### src/rtl/cast_stage_buf.sv
// Two-entry skid buffer that applies a zext/sext/trunc cast to each operand on entry.
// in_ready depends only on local state, so there is no combinational path from out_ready.
module cast_stage_buf #(
  parameter string ParamOpCode    = "none",
  parameter int    ParamBitWidth  = 32,
  parameter int    ReturnBitWidth = 32
) (
  input  logic                      clk,
  input  logic                      reset,
  input  logic                      enable,
  input  logic                      in_valid,
  output logic                      in_ready,
  input  logic [ParamBitWidth-1:0]  lhs,
  output logic                      out_valid,
  input  logic                      out_ready,
  output logic [ReturnBitWidth-1:0] ret,
  output logic [1:0]                count
);

  typedef enum logic [1:0] {
    EMPTY = 2'd0,
    ONE   = 2'd1,
    FULL  = 2'd2
  } state_e;

  state_e                    state_q, state_d;
  logic [ReturnBitWidth-1:0] main_q, main_d;
  logic [ReturnBitWidth-1:0] skid_q, skid_d;
  logic [ReturnBitWidth-1:0] cast_val;
  logic                      push, pop;

  // The cast is fixed at elaboration; unknown opcodes store zero.
  if (ParamOpCode == "zext") begin : g_zext
    assign cast_val = ReturnBitWidth'(lhs);
  end else if (ParamOpCode == "sext") begin : g_sext
    assign cast_val = ReturnBitWidth'($signed(lhs));
  end else if (ParamOpCode == "trunc") begin : g_trunc
    assign cast_val = ReturnBitWidth'(lhs);
  end else begin : g_none
    assign cast_val = '0;
  end

  assign in_ready  = enable & ~reset & (state_q != FULL);
  assign out_valid = enable & (state_q != EMPTY);
  assign push      = in_valid & in_ready;
  assign pop       = out_valid & out_ready;
  assign ret       = main_q;
  assign count     = state_q;

  always_comb begin
    // NOTE: every always_comb output gets a default first so no path can infer a latch.
    state_d = state_q;
    main_d  = main_q;
    skid_d  = skid_q;
    unique case (state_q)
      EMPTY: begin
        if (push) begin
          state_d = ONE;
          main_d  = cast_val;
        end
      end
      ONE: begin
        if (push && !pop) begin
          state_d = FULL;
          skid_d  = cast_val;
        end else if (push && pop) begin
          main_d  = cast_val;
        end else if (pop) begin
          state_d = EMPTY;
        end
      end
      FULL: begin
        if (pop) begin
          state_d = ONE;
          main_d  = skid_q;
        end
      end
      default: state_d = EMPTY;
    endcase
  end

  // NOTE: state uses non-blocking assignments so every register samples pre-edge values.
  always_ff @(posedge clk) begin
    if (reset) begin
      // NOTE: the two data registers are cleared too, so stale entries never reappear.
      state_q <= EMPTY;
      main_q  <= '0;
      skid_q  <= '0;
    end else if (enable) begin
      state_q <= state_d;
      main_q  <= main_d;
      skid_q  <= skid_d;
    end
  end

endmodule

### config.mk
export PLATFORM = sky130hd
export DESIGN_NAME = cast_stage_buf
export DESIGN_NICKNAME = d
export VERILOG_FILES = /design/src/rtl/cast_stage_buf.sv
export SDC_FILE = /design/constraint.sdc
export NUM_CORES = 1
export LEC_CHECK = 0
export CAP_MARGIN = 20
export CORE_AREA = 2 2 49 51
export CTS_CLUSTER_DIAMETER = 200
export CTS_CLUSTER_SIZE = 40
export DETAILED_ROUTE_END_ITERATION = 8
export DIE_AREA = 0 0 51 53
export GPL_TIMING_DRIVEN = 0
export PLACE_DENSITY = 0.74
export SETUP_SLACK_MARGIN = 0.1
export SLEW_MARGIN = 20
export SYNTH_ARGS = -nofsm -noshare
export SYNTH_HDL_FRONTEND = slang
export SYNTH_SLANG_ARGS = --single-unit
### constraint.sdc
create_clock -name clk -period 1.5 [get_ports clk]
set_clock_uncertainty 0.15 [all_clocks]
set_input_delay 0.45 -clock clk [delete_from_list [all_inputs] [get_ports clk]]
set_output_delay 0.45 -clock clk [all_outputs]
set_load 0.02 [all_outputs]
# Word level (Yosys, flattened, before mapping)
# Cells that the tools add are included.
dict set report op_classes {
  eq_ne 9
  n_mux 11
  n_bitwise 6
  reduce_logical 8
}
# operator n
set ops {}
lappend ops {{32-bit 2-to-1 mux} 4}
lappend ops {{32-bit one-hot mux with 3 select lines} 1}
lappend ops {{2-bit 2-to-1 mux} 5}
lappend ops {{2-bit != test, second input constant} 5}
lappend ops {{3-bit != test, second input constant} 2}
lappend ops {{2-bit one-hot mux with 3 select lines} 1}
lappend ops {{6-bit AND reduction} 1}
lappend ops {{1-bit bitwise AND} 5}
lappend ops {{5-bit AND reduction} 1}
lappend ops {{3-bit nonzero test} 1}
lappend ops {{2-bit by 1-bit == test with 1-bit output, second input constant} 1}
lappend ops {{2-bit == test, second input constant} 1}
lappend ops {{1-bit logical AND} 2}
lappend ops {{2-bit zero test} 1}
lappend ops {{2-bit nonzero test} 1}
lappend ops {{1-bit zero test} 1}
lappend ops {{1-bit NOT} 1}
dict set report word_totals {
  register_bits 34
  inputBits 37
  output_inout_bits 36
}

# Longest topological paths before layout
dict set report logic_depth {
  ltp_word 8
  depth_mapped 3
  depth_no_buf 3
}

# Worst setup path after synthesis
# No wires, ideal clock.
dict set report synth_path {
  kind {register -> output}
  from {reg state_q[0] (netlist: count[0])}
  to {out in_ready}
  arrival_ps 1118
  path_slack_ps -218
  stages_incl_launch_ff 3
  path_buffers 0
  cell_sequence {dfxtp_1 -> nor2b_1 -> nor3b_1}
}
dict set report synth_via {
  elab_chain_len 2
}
# element line
set synth_rtl {}
lappend synth_rtl {{from (decl)} 26} ;# state_e state_q, state_d;
lappend synth_rtl {{from (signal assigned)} 90} ;# state_q <= state_d;
lappend synth_rtl {{2-bit != test} 43} ;# assign in_ready = enable & ~reset & (state_q != FULL);
lappend synth_rtl {{1-bit bitwise AND} 43}
lappend synth_rtl {{to (decl)} 12} ;# output logic in_ready,
# No other way between the ends.

# Worst setup path after layout
dict set report layout_path {
  from {reg state_q[1] (netlist: count[1])}
  to {out in_ready}
}
# The elaborated chain is that of the path after synthesis.

==> out/metrics.yaml <==
global_route:
  grt_pass1_vias: 251
  grt-ovfl-total: 0
  grt_max_degree: 7
  antenna_found_initial: 0
  grt_pass1_wl_um: 1140
  grt_usage: 0.0622
clock_network:
  cts_tree: "built"
  path_clk_slew_ns: 0.03
  clock_latency_ns: 0.23
  cts_buffer_depth: 2
  clkSinkCount: 2
  postCtsHoldBufs: 0
  root_buffer: "clkbuf_4"
  cts-htree-levels: 1
  numCtsBuffers: 3
logic_synthesis:
  synth_cells: 47
  syn_area_per_cell_um2: 8.23
  yosysSeqAreaShare: 0.104
  synthXorXnorAreaFrac: 0.0227
  synth-simple-area-share: 0.104
  mappedNetlistArea_um2: 387
  ys_types: 15
  synth_seq_cells: 2
  synth_top_family_by_area: "buffers and inverters"
  muxShareOfSynthArea: 0.0388
  synth_compound_gate_area_share: 0.100
  synthAdderAreaFrac: 0
  yosysWarnings: 0
status:
  status: "complete, but fails checks"
  failed_checks: "setup timing"
detailed_routing:
  via_per_inst: 2.73
  first_pass_iters: 3
  dr_total_vias: 328
  drcViolationCount: 0
  antenna_left: 0
  wl_um: 720
  dr.first_iter.drc_count: 3
  wl_per_cell_um: 6.00
finish:
  layout_commonest_cell: "buf_4"
  fin_area_um2: 669
  final_cell_mix: "buf_4, conb_1, clkbuf_4, buf_2, dlygate4sd2_1"
  largest_reg_flops: 2
  fin_nets: 130
  drive_gt1_frac: 0.543
  area_growth_pct: 73.1
  diodes: 0
job:
  max-cap-violations: 0
hold_path:
  hp-class: "in2reg"
place:
  gp_congestion: 0.553
  portBuffers: 8
  place_area_um2: 642
timing:
  slew_viol_final: 0
  max_freq_mhz: 626
  setup_viol: 2
  final_hold_viol_count: 0
  min_period_ns: 1.60
  timing.final.ws_setup_ns: -0.0982
  rsz0062_at_grt: "yes"
  fin_crit_sh: 1.07
setup_path:
  critPathLaunchType: "register"
  cp_data_required_time_ns: 0.90
  cp_max_fo: 4
  cp-end-kind: "output pin"
  reg2reg_slack_ns: 0.25
  critical_path_class: "reg2out"
  cp_data_arrival_time_ns: 1.00
pwr:
  irDropWorstVdd_mv: 0.248
  p_total_w: 0.000377
  powerDensity_nw_per_um2: 563
  power_leakage_nw: 0.413
die:
  die_h_um: 53
  start_util: 0.180
  design.core.area_um2: 2150
  row_count: 17
  ioPinCount: 73
  die_x_um: 51
  dieArea_um2: 2700
-- worst paths after layout --
path	depth (start not counted)	start	end
setup / recovery	3	count[1]	in_ready
hold / removal	2	reset	count[0]
setup reg to reg	4	count[1]	count[0]
hold reg to reg	3	count[1]	count[1]
-- power breakdown --
| part | switching, W | total (W) | internal [W] |
|---|---|---|---|
| clock | 0.0000320 | 0.000131 | 0.0000988 |
| combinational | 0.000106 | 0.000188 | 0.0000823 |
| sequential | 0.00000328 | 0.0000577 | 0.0000544 |
-- per-stage QoR --
stage	hold WS, ns	setup WS [ns]	TNS (ns)	util	std cells
CTS	0.308	-0.107	-0.118	0.312	120
detailed placement	0.416	-0.949	-2.39	0.299	114
global route	0.303	-0.160	-0.234	0.312	120
global placement	0.402	-0.932	-2.29	0.299	114
floorplan	0.362	0.109	0	-	78
finish	0.317	-0.0982	-0.0985	0.312	120
-- metal layers --
layer  track usage  vias up  wire length [um]
met5             0        -                 0
li1              -      178                 -
met1        0.0558      126               231
met2        0.0887       24               352
met3        0.0508        0               136
met4        0.0541        0                 0
-- Yosys cell counts --
cell type / instances / area, um2
dfxtp_1: 2 / 40.0
nor3b_1: 1 / 7.51
o21a_1: 1 / 7.51
conb_1: 1 / 3.75
buf_4: 32 / 240
o211a_1: 1 / 10.0
and4bb_2: 1 / 12.5
nor2_1: 1 / 3.75
a21oi_2: 1 / 8.76
xor2_1: 1 / 8.76
a22oi_1: 1 / 7.51
mux2_4: 1 / 15.0
nor3_2: 1 / 10.0
nor2b_1: 1 / 6.26
o21ai_0: 1 / 5.00
-- cell families (layout without fill, tap and decap cells) --
| kind of cell | Yosys count | after routing |
|---|---|---|
| simple gates | 5 | 5 |
| flops | 2 | 2 |
| mux | 1 | 1 |
| buf+inv | 32 | 46 |
| compound gates | 5 | 5 |
| xor+xnor | 1 | 1 |
| other cells | 1 | 32 |
-- critical path: stages, from the launching register on --
cell and delay, ns:
dfxtp_4 0.34, nor2b_4 0.13, nor3b_4 0.17, buf_6 0.14
-- final cells by class --
cell class	count	area [um2]
flip-flops and latches	2	47.5
well taps	28	35.0
fillers	234	1480
plain buffers	32	240
multi-input cells	44	241
clock buffers	4	26.3
repair buffers	10	78.8
-- timing repair --
action / 4_1_cts / 5_1_grt
endpoints found under the setup margin: 6 / 3
buffers inserted: 2 / 0
gates resized for setup: 28 / 0
pin swaps: 2 / 1
Note: power is estimated with default switching activity, not from simulation.
